$ cat src/rtl/cdb_arbiter.sv
// CDB producer: two per-ALU result FIFOs, one grant per cycle, registered 16-bit broadcast word.
// Optional macro CDB_FIXED_PRIORITY_EN makes ALU0 always win ties (default: round-robin).
module cdb_arbiter #(
    parameter int DEPTH = 2
) (
    input  logic        clock,
    input  logic        reset,
    input  logic        alu0_valid,
    output logic        alu0_ready,
    input  logic [1:0]  alu0_dest,
    input  logic [1:0]  alu0_slot,
    input  logic [9:0]  alu0_data,
    input  logic        alu1_valid,
    output logic        alu1_ready,
    input  logic [1:0]  alu1_dest,
    input  logic [1:0]  alu1_slot,
    input  logic [9:0]  alu1_data,
    output logic [15:0] cdb,
    output logic        cdb_valid
);

    localparam int AW = $clog2(DEPTH);
    localparam int CW = $clog2(DEPTH) + 1;

    logic [13:0]   mem [2][DEPTH];
    logic [AW-1:0] wr_ptr [2];
    logic [AW-1:0] rd_ptr [2];
    logic [CW-1:0] count [2];
    logic          running;

    logic [1:0]    valid_v;
    logic [1:0]    ready_v;
    logic [1:0]    push;
    logic [1:0]    pop;
    logic [1:0]    nonempty;
    logic [13:0]   in_word [2];
    logic [13:0]   head [2];
    logic [13:0]   sel;
    logic [2:0]    onehot;
    logic [15:0]   word;

    assign valid_v    = {alu1_valid, alu0_valid};
    assign in_word[0] = {alu0_dest, alu0_slot, alu0_data};
    assign in_word[1] = {alu1_dest, alu1_slot, alu1_data};
    assign alu0_ready = ready_v[0];
    assign alu1_ready = ready_v[1];

    // Ready stays low until the first edge after reset release.
    always_comb begin
        for (int i = 0; i < 2; i++) begin
            nonempty[i] = (count[i] != '0);
            ready_v[i]  = running && (count[i] < CW'(DEPTH));
            head[i]     = mem[i][rd_ptr[i]];
        end
    end

    assign push = valid_v & ready_v;

`ifdef CDB_FIXED_PRIORITY_EN
    always_comb begin
        pop = 2'b00;
        if (nonempty[0])
            pop = 2'b01;
        else if (nonempty[1])
            pop = 2'b10;
    end
`else
    logic last_grant;

    always_comb begin
        pop = nonempty;
        if (&nonempty)
            pop = last_grant ? 2'b01 : 2'b10;
    end

    // Only a contested grant moves the round-robin pointer.
    always_ff @(posedge clock or negedge reset) begin
        if (!reset)
            last_grant <= 1'b1;
        else if (&nonempty)
            last_grant <= pop[1];
    end
`endif

    always_comb begin
        sel = head[0];
        if (pop[1])
            sel = head[1];
        onehot = 3'b000;
        case (sel[13:12])
            2'd0:    onehot = 3'b100;
            2'd1:    onehot = 3'b010;
            2'd2:    onehot = 3'b001;
            default: onehot = 3'b000;
        endcase
        word = {onehot, sel[11:10], pop[1], sel[9:0]};
    end

    always_ff @(posedge clock or negedge reset) begin
        if (!reset) begin
            running   <= 1'b0;
            cdb       <= 16'h0000;
            cdb_valid <= 1'b0;
            for (int i = 0; i < 2; i++) begin
                wr_ptr[i] <= '0;
                rd_ptr[i] <= '0;
                count[i]  <= '0;
                for (int j = 0; j < DEPTH; j++)
                    mem[i][j] <= '0;
            end
        end else begin
            running   <= 1'b1;
            cdb       <= (|pop) ? word : 16'h0000;
            cdb_valid <= |pop;
            for (int i = 0; i < 2; i++) begin
                if (push[i]) begin
                    mem[i][wr_ptr[i]] <= in_word[i];
                    wr_ptr[i]         <= wr_ptr[i] + AW'(1);
                end
                if (pop[i])
                    rd_ptr[i] <= rd_ptr[i] + AW'(1);
                count[i] <= count[i] + CW'(push[i]) - CW'(pop[i]);
            end
        end
    end

endmodule

$ cat config.mk
export PLATFORM = sky130hd
export DESIGN_NAME = cdb_arbiter
export DESIGN_NICKNAME = d
export VERILOG_FILES = /design/src/rtl/cdb_arbiter.sv
export SDC_FILE = /design/constraint.sdc
export NUM_CORES = 1
export LEC_CHECK = 0
export BUFFER_PORTS_ARGS = -buffer_cell sky130_fd_sc_hd__buf_4
export CAP_MARGIN = 40
export CORE_AREA = 2 2 72 101
export CTS_BUF_LIST = sky130_fd_sc_hd__clkbuf_4
export CTS_CLUSTER_SIZE = 16
export DETAILED_ROUTE_END_ITERATION = 10
export DIE_AREA = 0 0 74 103
export GPL_TIMING_DRIVEN = 1
export PLACE_DENSITY = 0.75
export SETUP_SLACK_MARGIN = 0.02
export SLEW_MARGIN = 20
export SYNTH_ARGS = -nofsm -noshare
export SYNTH_HDL_FRONTEND = slang
export SYNTH_SLANG_ARGS = --single-unit
export TNS_END_PERCENT = 20
$ cat constraint.sdc
create_clock -name clock -period 2.6 [get_ports clock]
set_input_delay 0.52 -clock clock [delete_from_list [all_inputs] [get_ports clock]]
set_output_delay 0.52 -clock clock [all_outputs]
set_load 0.05 [all_outputs]
# After elaboration in Yosys (flattened, before gate mapping)
# Index checks and enable logic that the tools add are counted.
# classes
bitwise	5
reduce_logical	9
n_lt_le_gt_ge	8
n_eq_ne	2
mux	17
add_sub_neg	8
# ops
cell	count
$mux 14	9
$bwmux 28	2
$demux 14 s1	2
$mux 16	1
$pmux 3 s3	1
$ge 2x2->1 const B	4
$not 1->2	4
$add 1x1->1 const B	4
$add 2x1->2	2
$logic_and 1x1->1	4
$lt 2x1->1 const B	2
$lt 2x2->1 const B	2
$mux 2	2
$reduce_bool 2->1	2
$sub 2x1->2	2
$and 2x2->2	1
$eq 2x1->1 const B	1
$eq 2x2->1 const B	1
$logic_not 2->1	1
$reduce_and 2->1	1
$reduce_or 2->1	1
# totals
inputBits	32
reg_bits	83
out_inout_bits	19
wordCells	63

# Longest topological paths before layout
# Gate-level depths: netlist (run 1).
# logic_depth
depth_word	8
mapped_depth	7
depth_no_buf	6

# Worst setup path before layout (run 1)
# No wires, ideal clock.
# synth_timing
path_type	reg-to-reg
startpoint	reg count[3] (netlist bit)
endpoint	reg count[1] (netlist bit)
period_less_slack_ns	1.747
n_path_buf	2
slack_ns	0.853
arrival_time_ns	1.625
path_stages_with_launch	8
t_required_ns	2.478
cell_sequence	dfrtp_1 -> or2_1 -> a21o_1 -> buf_6 -> buf_2 -> xnor2_1 -> ha_1 -> xor2_1
# synth_between
elab_chain_cells	4
# synth_rtl
item	line	text
from (decl)	28	logic [CW-1:0] count [2];
from (signal, indexed assignment)	122	count[i] <= count[i] + CW'(push[i]) - CW'(pop[i]);
$reduce_bool 2->1	51	nonempty[i] = (count[i] != '0);
$reduce_and 2->1	72	if (&nonempty)
$mux 2	72	
$sub 2x1->2	122	
# No other way between the ends.
# A chain may end at the register's enable or synchronous reset.

# Final worst setup path (run 1)
# layout_timing
startpoint	reg count[3] (netlist bit)
endpoint	reg cdb[7]
# layout_between
elab_chain_cells	5
# layout_rtl
item	line	text
$reduce_bool 2->1 *	51	
$reduce_and 2->1	72	
$mux 2 *	72	
$mux 14 or $reduce_or 2->1 (tied branches)	87, 113	
$mux 16 *	113	cdb <= (|pop) ? word : 16'h0000;
to (signal assigned)	113	
to (decl)	18	output logic [15:0] cdb,
# Every way passes the cells marked *; elsewhere a longest branch is shown, timed or not.

==> impl.org, run 1 <==
** Yosys
- When the netlist entered floorplanning its net count stood at 287.
- Area fraction in compound gates after synthesis :: 6.771%
- Simple-Gate Fraction of Synth Area :: 6.073%
- Async SR Flop Fraction :: 100.0%
- In this run, distinct cell masters in the synthesized netlist total 34.
- After synthesis the netlist holds a flip-flop and latch count of 83.
- Yosys attributes the largest share of cell area to sky130_fd_sc_hd__dfrtp_1, sky130_fd_sc_hd__mux2_2, sky130_fd_sc_hd__a211oi_1.
- Proportion of netlist area held by the largest area contributor :: 57.24%
- Fraction of synthesized area in multiplexers :: 23.11%
- Of the total synthesized cell area, the portion taken by XOR and XNOR cells is 1.955%.
- The biggest area contributor in the post-synthesis netlist is sky130_fd_sc_hd__dfrtp_1.
- For this run, the number of Yosys warnings is 0.
- The average instance in the mapped netlist occupies 14.17 um2.
- Counting flops with a built-in enable in the synthesized netlist gives 0.
- Summing the sequential cell areas from Yosys gives 57.98% of the chip area.
- After synthesis, the largest family of logic cells by area is multiplexers.
- For this run, the leading register cell type out of synthesis is sky130_fd_sc_hd__dfrtp_1.
- Summing every instance area after synthesis gives 3585 um2.
- Of the total synthesized cell area, the portion taken by full adders, half adders and majority gates is 0.6981%.
- In the synthesized netlist, the number of instances is 253.

** Clocking
- Number of gates resized after CTS :: 0
- In this run the deepest clock path goes through 2 buffers.
- Number of buffers inserted during clock tree synthesis :: 9
- Count of H-tree levels built during CTS :: 3
- Clock latency on the worst-skew pair :: 0.42 ns
- The tree is rooted in a sky130_fd_sc_hd__clkbuf_4.
- Buffers added to address setup during post-CTS repair amount to 0.
- TritonCTS built the clock tree.
- Clk pin slew, worst setup/hold paths :: 0.13 ns
- Hold repair after CTS inserted 0 buffers.
- Number of clock sinks seen by CTS :: 83

** Worst setup path
- Data arrival time of the critical path :: 2.29 ns
- Capturing element type of the critical path :: register
- The critical path in this run is classified as register to register.
- STA classifies the critical path startpoint as a register.
- WP data required :: 2.89 ns
- Biggest fanout along the worst timing path :: 19

** STA
- Across all hold checks on the routed design, the worst slack comes to 0.07938 ns.
- After layout, the worst path uses 77.08% of the clock period.
- Adding up every negative setup slack in the final design gives 0 ns.
- Worst Max-Slew Pin Slew :: 0.6501 ns
- The smallest clock period supported by the final layout is computed as 2.004 ns.
- Slew Viols, Final :: 0
- Static timing analysis puts the maximum clock frequency at 499.0 MHz.
- Final worst-path setup slack :: 0.5959 ns
- Measured against its own limit, the worst slew margin works out to 56.55%.
- Setup violations remaining at the end of the flow were counted as 0.
- Clock Skews :: 0.01343 ns
- Count of final hold-check violations :: 0
- Unrepaired setup endpoints after global routing :: no

** Drt
- Detailed routing inserted a total of 2147 vias.
- Average detailed-routed wire length per instance :: 16.51 um
- Routed Antenna Nets :: 0
- For this run, design rule violations remaining after detail routing come to 0.
- Initial DRT Pass Iterations :: 4
- For this block, the initial DRC count from the detailed router was 86.
- Routed wire length :: 6719 um
- Using the TritonRoute via totals, the vias-per-cell ratio works out to 5.275.

** Placement
- The congestion estimate from routability-driven global placement came to 0.7477.
- Number of placed instances with taps included :: 390
- Input and output buffers added on the ports amount to 50.
- The placed instances occupy a cell area of 4034 um2.
- Timing analysis after detailed placement gives a worst setup slack of 0.5952 ns.
- The wire-length estimate of the detail-placed layout is 4701 um.

** Cells and area
- Synthesis-to-finish area growth :: 17.28%
- Final non-filler cell total :: 407
- Share of post-route cells with drive strength above 1 :: 42.63%
- Fill cell instance count of the final layout :: 523
- The number of antenna diodes in the final layout is 0.
- Final design utilization :: 61.81%
- Once layout is done, the placed cells without fillers occupy 4204 um2.
- Final-stage net count :: 341

** Global routing
- Global routing consumed, over all layers together, 19.56% of the routing resources.
- Gr ovfl total :: 0
- Vias in the first global route :: 2219
- Global-route wire length before repair :: 10900 um
- Antenna violations before repair :: 0
- Pin count of the biggest net entering global routing :: 45

** Floorplan
- Core area :: 6802 um2
- The die is 74 um wide.
- The die is 103 um tall.
- Starting density of the core :: 52.70%
- Number of rows created at floorplan :: 36
- Pin placement for this block handled 51 I/O pins.
- The floorplan step defined a die boundary enclosing 7622 um2.

** Hold path
- The worst hold path belongs to the class input pin to asynchronous set/reset pin.

** Power
- Leakage component of the power :: 1.900 nW
- Power density cells :: 1380 nW/um2
- VDD sags by at most 0.8001 mV.
- The design draws 5.801 mW.

** Outcome
- Status :: finished clean

** Run
- Max-cap check violation count :: 0
## placed cells by master, fill, tap and decap left out
cell type	Yosys	routed
sky130_fd_sc_hd__nor2b_1	13	13
sky130_fd_sc_hd__o21ai_0	2	2
sky130_fd_sc_hd__nor3_2	1	2
sky130_fd_sc_hd__a21o_1	1	1
sky130_fd_sc_hd__ha_1	2	2
sky130_fd_sc_hd__mux2_4	10	10
sky130_fd_sc_hd__a32o_1	1	1
sky130_fd_sc_hd__dfrtp_1	82	82
sky130_fd_sc_hd__nor2_1	6	6
sky130_fd_sc_hd__a211oi_1	24	24
sky130_fd_sc_hd__xor2_1	5	5
sky130_fd_sc_hd__conb_1	1	1
sky130_fd_sc_hd__clkinvlp_4	0	1
sky130_fd_sc_hd__or3_1	1	1
sky130_fd_sc_hd__o21ba_2	1	1
sky130_fd_sc_hd__nand3_1	3	3
sky130_fd_sc_hd__bufinv_16	0	2
sky130_fd_sc_hd__dfstp_2	1	1
sky130_fd_sc_hd__a21oi_1	5	5
sky130_fd_sc_hd__xnor2_1	3	3
sky130_fd_sc_hd__buf_12	1	1
sky130_fd_sc_hd__clkbuf_4	0	10
sky130_fd_sc_hd__buf_8	0	1
sky130_fd_sc_hd__and3b_1	1	1
sky130_fd_sc_hd__and2b_2	1	1
sky130_fd_sc_hd__nand3b_1	2	2
sky130_fd_sc_hd__inv_1	3	3
sky130_fd_sc_hd__or2_1	1	1
sky130_fd_sc_hd__clkinv_2	0	1
sky130_fd_sc_hd__mux2i_1	16	16
sky130_fd_sc_hd__buf_4	2	55
sky130_fd_sc_hd__nor2b_4	1	1
sky130_fd_sc_hd__nor4bb_1	1	1
sky130_fd_sc_hd__mux2_2	46	46
sky130_fd_sc_hd__clkinv_1	0	2
sky130_fd_sc_hd__nand2_1	4	4
## flip-flops by register name, indices dropped and copies added, names as in the netlist
| name | cells |
|---|---|
| cdb | 16 |
| cdb_valid | 1 |
| rd_ptr | 2 |
| running | 1 |
| wr_ptr | 2 |
| mem | 56 |
| count | 4 |
| last_grant | 1 |
## layer usage
layer / up-vias / global-route usage [%] / share of wire, %
met5: - / 0 / 0
met3: 7 / 4.008 / 3.2
met4: 0 / 7.133 / 1.4
met1: 1085 / 25.03 / 43
met2: 44 / 32.76 / 52
li1: 1011 / - / -
## area by class of cell
class,instances,area [um2],share of cell area [%]
inverters,3,11.26,0.2679
clock inverters,6,80.08,1.905
flip-flops and latches,83,2078,49.43
multi-input cells,153,1393,33.13
well taps,95,118.9,2.827
repair buffers,57,447.9,10.65
clock buffers,10,75.07,1.786
## critical path, stage by stage (launching register included)
cell                       delay (ns)
sky130_fd_sc_hd__dfrtp_1         0.48
sky130_fd_sc_hd__or2_1           0.29
sky130_fd_sc_hd__a21o_1          0.35
sky130_fd_sc_hd__buf_4           0.28
sky130_fd_sc_hd__a211oi_1        0.36
sky130_fd_sc_hd__a211oi_1        0.11
## report_power, final
| group | internal, mW | total [mW] | switching [mW] |
|---|---|---|---|
| clock | 0.393 | 0.804 | 0.410 |
| sequential | 1.96 | 2.32 | 0.364 |
| combinational | 1.21 | 2.67 | 1.46 |
| total | 3.57 | 5.80 | 2.23 |
## cells in the mapped netlist, types with 2 or more instances
cell	instances
sky130_fd_sc_hd__buf_6	3
sky130_fd_sc_hd__mux2i_1	16
sky130_fd_sc_hd__nand3b_1	2
sky130_fd_sc_hd__nand2_1	4
sky130_fd_sc_hd__xnor2_1	3
sky130_fd_sc_hd__buf_2	7
sky130_fd_sc_hd__dfrtp_1	82
sky130_fd_sc_hd__mux2_2	46
sky130_fd_sc_hd__buf_4	2
sky130_fd_sc_hd__inv_1	3
sky130_fd_sc_hd__o21ai_0	2
sky130_fd_sc_hd__nor2b_1	13
sky130_fd_sc_hd__nor2_1	6
sky130_fd_sc_hd__ha_1	2
sky130_fd_sc_hd__xor2_1	5
sky130_fd_sc_hd__a21oi_1	5
sky130_fd_sc_hd__a211oi_1	24
sky130_fd_sc_hd__mux2_4	10
sky130_fd_sc_hd__nand3_1	3
## worst paths after layout
path / start / endpoint / slack, ns / cells past startpoint
max in group asynchronous: reset / last_grant / 1.84 / 2
min: reset / mem[26] / 0.08 / 1
min in group clock: alu1_data[5] / mem[19] / 0.33 / 2
min reg2reg: mem[38] / mem[38] / 0.52 / 1
max reg2reg: count[3] / cdb[7] / 0.60 / 5
max: count[3] / cdb[7] / 0.60 / 5
## cell families after synthesis
family / after synthesis
flops: 83
mux: 72
simple gates: 36
compound gates: 34
buf+inv: 17
xor+xnor: 8
fa+ha+maj: 2
other cells: 1
No activity file was read; power rests on OpenSTA's default activity.
==> run 2, diff against run 1 <==
--- a/config.mk
+++ b/config.mk
@@ -5,6 +5,7 @@
 export SDC_FILE = /design/constraint.sdc
 export NUM_CORES = 1
 export LEC_CHECK = 0
+export ABC_AREA = 1
 export BUFFER_PORTS_ARGS = -buffer_cell sky130_fd_sc_hd__buf_4
 export CAP_MARGIN = 40
 export CORE_AREA = 2 2 72 101
==> constraint.sdc (replaced) <==
create_clock -name clock -period 2.05 [get_ports clock]
set_input_delay 0.41 -clock clock [delete_from_list [all_inputs] [get_ports clock]]
set_output_delay 0.41 -clock clock [all_outputs]
set_load 0.05 [all_outputs]
==> impl.org, run 2 <==
** Outcome
- Status :: finished with violations
- Failing checks :: hold timing

** Clocking
- Number of gates resized after CTS :: 0
- After clock tree synthesis, the clock-pin slew on the worst setup and hold paths is 0.13 ns.
- Number of clock sinks seen by CTS :: 83
- The clock reaches the later pin of the worst-skew pair after 0.41 ns.
- TritonCTS built the clock tree.
- Counting along the longest clock path gives a buffer depth of 2.
- Number of buffers inserted during clock tree synthesis :: 9
- Number of hold-repair buffers added at the cts stage :: 0
- Post-CTS Setup Inserts :: 0
- CTS built an H-tree with a depth of 3.
- Root Buffer :: sky130_fd_sc_hd__clkbuf_4

** Power
- For this design the static power due to leakage is 2.199 nW.
- Across the VDD grid, the largest voltage drop is 1.168 mV.
- Power density cells :: 1705 nW/um2
- Net switching is 43.73% of the power.
- Combinational logic is responsible for 46.7% of the overall power.
- Net switching power :: 3.120 mW
- Sequential group share of total power :: 40.7%
- Internal :: 4.016 mW
- The clock network is responsible for 12.6% of the overall power.

** STA
- Count of final hold-check violations :: 1
- Final setup viols :: 0
- Worst Max-Slew Pin Slew :: 0.6640 ns
- Relative slew slack :: 55.74%
- Final TNS setup :: 0 ns
- For this run, the top clock speed supported by timing is 569.1 MHz.
- Setup repair after global routing left no endpoint under its margin.
- Clock Skews :: 0.01175 ns
- The tightest hold path in the finished design has a slack of -0.002244 ns.
- The final max-slew violation count came to 0.
- Of the available clock period, the critical path in the final layout requires 85.72%.
- The clock period could shrink to 1.757 ns.

** Yosys
- Of all flip-flops after synthesis, the portion carrying an async set or reset was 100.0%.
- Proportion of netlist area held by the largest area contributor :: 56.85%
- The most used flip-flop cell after synthesis is sky130_fd_sc_hd__dfrtp_1.
- Yosys synthesis warning count :: 0
- Sorting the synthesized cells by area gives the leading types as sky130_fd_sc_hd__dfrtp_1, sky130_fd_sc_hd__nand2_1, sky130_fd_sc_hd__o21ai_0.
- Mean post-synth cell area :: 9.070 um2
- Post-synthesis instance area :: 3610 um2
- Synthesis produced 398 cells.
- For this run, the register share of the synthesized area comes to 57.57%.
- Top cell type by total area after synthesis :: sky130_fd_sc_hd__dfrtp_1
- Synthesized flop and latch total :: 83
- Count of different cell masters after synthesis :: 26
- Most repeated cell in the gate-level netlist after synthesis :: sky130_fd_sc_hd__nand2_1
- Number of nets in the synthesized netlist :: 432
- Yosys mapped a number of flops with a built-in enable equal to 0.
- The commonest cells after synthesis are sky130_fd_sc_hd__nand2_1, sky130_fd_sc_hd__dfrtp_1, sky130_fd_sc_hd__inv_1, sky130_fd_sc_hd__o21ai_0, sky130_fd_sc_hd__nand3_1.

** Drt
- DRC Markers :: 0
- Vias per cell :: 5.007
- The detail route stage leaves a number of antenna-violating nets equal to 0.
- For this run, the detailed router's first-pass iteration total came to 7.
- The first routing iteration left 217 violations.
- Summed over all layers, the routed wires come to 7377 um.
- Average detailed-routed wire length per instance :: 13.44 um
- The routed layout has 2749 vias.

** Global routing
- Pin count of the biggest net entering global routing :: 50
- The initial antenna violation count is 0.
- Summed over all layers, the global routing overflow is 0.
- The via count of the first global-routing pass was 2719.
- Global-route wire length before repair :: 12300 um
- Global routing consumed, over all layers together, 21.54% of the routing resources.

** Floorplan
- Die span in y :: 103 um
- Core area :: 6802 um2
- Die footprint :: 7622 um2
- Boundary Pins :: 51
- Starting density of the core :: 53.07%
- Number of rows created at floorplan :: 36
- Overall die width :: 74 um

** Worst setup path
- FF-to-FF path depth :: 5
- Data arrival time of the critical path :: 2.06 ns
- The critical path is of the register to register type.
- Critical path startpoint category :: register
- In this run the worst path has a maximum fanout of 15.
- Capturing element type of the critical path :: register
- At the worst endpoint, the required time is 2.35 ns.

** Cells and area
- The library cell used most frequently in the layout, excluding fill and tap cells, is sky130_fd_sc_hd__nand2_1.
- 0 antenna diodes ended up in the layout.
- The register with the most flip-flops in the layout has 56 of them.
- Final design utilization :: 61.53%
- The post-route netlist has 20.93% of its cells at a drive strength greater than 1.
- The largest registers in the layout are mem (56), cdb (16), count (4).
- In the layout the commonest cells are sky130_fd_sc_hd__nand2_1, sky130_fd_sc_hd__dfrtp_1, sky130_fd_sc_hd__buf_4.
- Top register by number of flip-flops :: mem
- Relative to the synthesized area, the layout overhead comes to 15.94%.
- Fill cell instance count of the final layout :: 611
- Final-stage net count :: 483

** Hold path
- The worst hold path belongs to the class input pin to asynchronous set/reset pin.

** Placement
- Port-buffer cells :: 50
- Detailed-placement wirelength estimate :: 5231 um
- The congestion estimate from routability-driven global placement came to 0.7972.

** Run
- Max-cap check violation count :: 0
run 2: cell types whose count changed in the layout (fill, tap and decap cells not counted), sizes merged, moves of 12 or more:
| cell | change |
|---|---|
| nand2 | +128 |
| o21ai | +60 |
| mux2 | -56 |
| inv | +37 |
| nand3 | +27 |
| a211oi | -24 |
| mux2i | -16 |
| nor2b | -14 |
| and3 | +12 |
run 2: layout make-up:
class	instances	area [um2]	share of cell area (%)
Inverter	40	150.1	3.587
Timing Repair Buffer	57	440.4	10.52
Multi-Input combinational cell	258	1266	30.25
Sequential cell	83	2078	49.66
Tap cell	95	118.9	2.840
Clock inverter	6	56.30	1.345
Clock buffer	10	75.07	1.794
run 2: worst max-delay path, stage by stage (launching register included):
cell and delay, ns:
sky130_fd_sc_hd__dfrtp_1 0.46, sky130_fd_sc_hd__inv_1 0.10, sky130_fd_sc_hd__nand2_1 0.11, sky130_fd_sc_hd__a21oi_2 0.57
sky130_fd_sc_hd__nand3_1 0.21, sky130_fd_sc_hd__and3_1 0.21
run 2: metrics by stage:
step | std cells | power [mW] | setup slack [ns] | hold WS (ns) | instance area [um2]
2_1_floorplan | 398 | 5.311 | 0.4741 | 0.1144 | 3610
3_3_place_gp | 533 | 6.170 | 0.3209 | 0.4615 | 4054
3_5_place_dp | 533 | 6.288 | 0.3120 | 0.4692 | 4054
4_1_cts | 549 | 7.196 | 0.2587 | 0.0003039 | 4185
5_1_grt | 549 | 7.741 | 0.1405 | 0.02674 | 4185
6_report | 549 | 7.136 | 0.2928 | -0.002244 | 4185
run 2: power by group through the flow:
stage | clock [mW] | sequential (mW) | combinational (mW)
6_report | 0.902 | 2.90 | 3.33
5_1_grt | 1.00 | 2.99 | 3.75
4_1_cts | 0.922 | 2.90 | 3.37
3_5_place_dp | 0 | 2.93 | 3.36
3_3_place_gp | 0 | 2.91 | 3.26
2_1_floorplan | 0 | 3.35 | 1.96
run 2: final timing paths:
| kind | slack, ns | end | startpoint |
|---|---|---|---|
| max in group asynchronous | 1.43 | mem[52] | reset |
| hold reg to reg | 0.50 | mem[27] | mem[27] |
| setup / recovery | 0.29 | cdb[12] | count[3] |
| min in group clock | 0.25 | mem[52] | alu0_slot[0] |
| hold / removal | -0.002 | mem[14] | reset |
| setup reg to reg | 0.29 | cdb[12] | count[3] |
run 2: metal layers:
layer,up-vias,part of all wire (%),global-route usage (%)
met5,-,0,0
met4,0,2.3,9.510
met3,15,3.7,3.715
met2,68,51,35.44
met1,1310,43,27.86
li1,1356,-,-
run 2: cells by family (layout without fill, tap and decap cells):
family / Yosys count / in the layout / share of synthesized area [%]
xor gates and xnor gates: 5 / 5 / 1.213
DFF: 83 / 83 / 57.57
buffers and inverters: 57 / 113 / 7.348
other: 1 / 1 / 0.1039
and+or+nand+nor: 186 / 186 / 22.74
AOI/OAI and AO/OA: 64 / 64 / 10.33
adders and majority gates: 2 / 2 / 0.6931
==> run 3, diff against run 2 <==
--- a/config.mk
+++ b/config.mk
@@ -8,15 +8,17 @@
 export ABC_AREA = 1
 export BUFFER_PORTS_ARGS = -buffer_cell sky130_fd_sc_hd__buf_4
 export CAP_MARGIN = 40
-export CORE_AREA = 2 2 72 101
+export CELL_PAD_IN_SITES_DETAIL_PLACEMENT = 0
+export CELL_PAD_IN_SITES_GLOBAL_PLACEMENT = 1
+export CORE_AREA = 2 2 79 111
 export CTS_BUF_LIST = sky130_fd_sc_hd__clkbuf_4
 export CTS_CLUSTER_SIZE = 16
 export DETAILED_ROUTE_END_ITERATION = 10
-export DIE_AREA = 0 0 74 103
+export DIE_AREA = 0 0 81 113
 export GPL_TIMING_DRIVEN = 1
-export PLACE_DENSITY = 0.75
+export PLACE_DENSITY_LB_ADDON = 0.15
 export SETUP_SLACK_MARGIN = 0.02
-export SLEW_MARGIN = 20
+export SLEW_MARGIN = 40
 export SYNTH_ARGS = -nofsm -noshare
 export SYNTH_HDL_FRONTEND = slang
 export SYNTH_SLANG_ARGS = --single-unit
==> impl.org, run 3 (synthesis gave the netlist of run 2 again) <==
** Outcome
- Status :: finished clean

** Global routing
- The first global-routing pass estimated 12790 um of wire.
- Pin count of the biggest net entering global routing :: 42
- Gr ovfl total :: 0
- Antenna violations before repair :: 0
- In the global route stage, overall resource usage came out at 18.33%.
- Vias in the first global route :: 2569

** Clocking
- Buffers inserted during clock tree synthesis total 9.
- TritonCTS built the clock tree.
- Root Buffer :: sky130_fd_sc_hd__clkbuf_4
- Clock latency on the worst-skew pair :: 0.43 ns
- Once the clock tree was built, the setup fixing pass inserted 0 buffers.
- Number of clock sinks seen by CTS :: 83
- Number of buffers on the longest clock path :: 2
- Clock-pin slew was measured on the worst setup and hold paths at 0.13 ns.
- The H-tree was split into 3 levels.

** Power
- The worst-case IR drop observed on VDD is 0.6638 mV.
- The completed layout was analyzed and its total power is 7.071 mW.
- Clock group share of total power :: 11.6%
- Sequential group share of total power :: 41.1%
- Combinational fraction of design power :: 47.2%
- Leakage component of the power :: 2.207 nW
- Dividing total power by cell area gives a power density of 1681 nW/um2.
- Switching Fraction :: 43.99%
- Internal :: 3.961 mW
- Net switching power :: 3.111 mW

** Cells and area
- The number of antenna diodes in the final layout is 0.
- Most common cell after layout, fill and taps aside :: sky130_fd_sc_hd__nand2_1
- Number of flip-flops in the largest register :: 56
- Final-stage net count :: 487
- In the final layout, the registers with the most flip-flops are mem (56), cdb (16), count (4).
- Ranked by flip-flop count, first place goes to mem.
- Synthesis-to-finish area growth :: 16.57%
- Final design utilization :: 51.95%
- Share of post-route cells with drive strength above 1 :: 21.62%
- In the layout the commonest cells are sky130_fd_sc_hd__nand2_1, sky130_fd_sc_hd__dfrtp_1, sky130_fd_sc_hd__buf_4.

** Worst setup path
- Capturing element type of the critical path :: output pin
- STA puts the critical path data required time at 1.64 ns.
- Critical path startpoint category :: register
- Biggest fanout along the worst timing path :: 4
- STA puts the critical path data arrival time at 1.29 ns.
- Crit-path max cell delay :: 0.46 ns
- Reg-to-reg setup timing slack :: 0.54 ns
- The slowest stage of the critical path is the sky130_fd_sc_hd__dfrtp_1 cell.
- The signal on the critical path passes through nor2_4, buf_4.
- Setup CP Type :: register to output pin

** Drt
- Violation count after the first detailed-routing iteration :: 184
- For this run, the detailed router's first-pass iteration total came to 5.
- Vias per cell :: 4.784
- Routed Antenna Nets :: 0
- Average detailed-routed wire length per instance :: 13.58 um
- Routed wire length :: 7604 um
- Total number of vias :: 2679
- After detailed routing, the number of remaining DRC violations is 0.

** Floorplan
- Die footprint :: 9153 um2
- The floorplan has 39 rows.
- Overall die width :: 81 um
- Starting density of the core :: 44.56%
- Die span in y :: 113 um
- The floorplan step defined a core boundary enclosing 8100 um2.
- Boundary Pins :: 51

** STA
- Final setup viols :: 0
- Period utilization :: 82.87%
- The final max-slew violation count came to 0.
- Setup total negative slack on the finished layout was measured at 0 ns.
- Achievable clock frequency :: 588.6 MHz
- The final hold violation count is 0.
- Measured against its own limit, the worst slew margin works out to 63.20%.
- The clock period could shrink to 1.699 ns.
- Unrepaired setup endpoints after global routing :: no
- Clock Skews :: 0.009827 ns
- At the pin with the least slew margin, the transition time is 0.5520 ns.

** Hold path
- Worst hold path type :: input pin to register

** Placement
- After legalization and detailed placement, the total HPWL measured 5255 um.
- Routability-driven placement finished with a final weighted congestion of 0.7386.
- In this run the tool buffered the top-level ports with 50 buffer cells.

** Run
- Max-cap check violation count :: 0
## run 3: cell types whose count changed in the layout (fill, tap and decap cells not counted)
cell / change
sky130_fd_sc_hd__dlygate4sd3_1: +1
sky130_fd_sc_hd__buf_4: +3
sky130_fd_sc_hd__clkinv_1: -1
sky130_fd_sc_hd__clkinvlp_4: +1
sky130_fd_sc_hd__clkbuf_4: +1
sky130_fd_sc_hd__bufinv_16: -1
## run 3: stage by stage
stage | cells | setup WS, ns | cell area [um2] | hold slack, ns
2_1_floorplan | 398 | 0.4741 | 3610 | 0.1144
3_3_place_gp | 543 | 0.6060 | 4085 | 0.4369
3_5_place_dp | 543 | 0.5730 | 4085 | 0.4401
4_1_cts | 560 | 0.3246 | 4208 | 0.2010
5_1_grt | 560 | 0.2977 | 4208 | 0.2117
6_report | 560 | 0.3512 | 4208 | 0.2249
## run 3: cell type report
type / instances / area [um2]
well taps: 102 / 127.6
clock buffers: 11 / 82.58
fillers: 799 / 3892
inverters: 40 / 150.1
multi-input cells: 258 / 1266
clock inverters: 5 / 30.03
repair buffers: 61 / 473.0
flip-flops and latches: 83 / 2078
## run 3: repair_timing
item | 4_1_cts | 5_1_grt
hold endpoints to repair | 38 | 0
hold buffers | 1 | 0
resized for setup | 0 | 0
## run 3: final timing paths
check | from | end | cells after the start
min reg2reg | mem[27] | mem[27] | 2
min | alu0_slot[1] | mem[53] | 3
max | count[3] | alu0_ready | 2
max in group asynchronous | reset | mem[29] | 3
min in group asynchronous | reset | running | 2
max reg2reg | last_grant | cdb[13] | 7
## run 3: layer usage
metal | vias to the layer above | share of wire, % | global-route usage, %
li1 | 1365 | - | -
met1 | 1245 | 48 | 27.08
met2 | 56 | 46 | 26.28
met3 | 13 | 3.5 | 2.632
met4 | 0 | 2.4 | 9.153
met5 | - | 0 | 0
## run 3: power by group through the flow
stage               combinational [mW]  clock [mW]  sequential [mW]
finish                            3.34       0.821             2.91
global route                      3.76       0.931             3.00
CTS                               3.39       0.852             2.90
detailed placement                3.38           0             2.93
global placement                  3.31           0             2.93
floorplan                         1.96           0             3.35
## run 3: critical path: cells and delay by family, from the launching register on
family / cells / cell delay, ns
DFF: 1 / 0.46
buffers and inverters: 1 / 0.22
and+or+nand+nor: 1 / 0.18
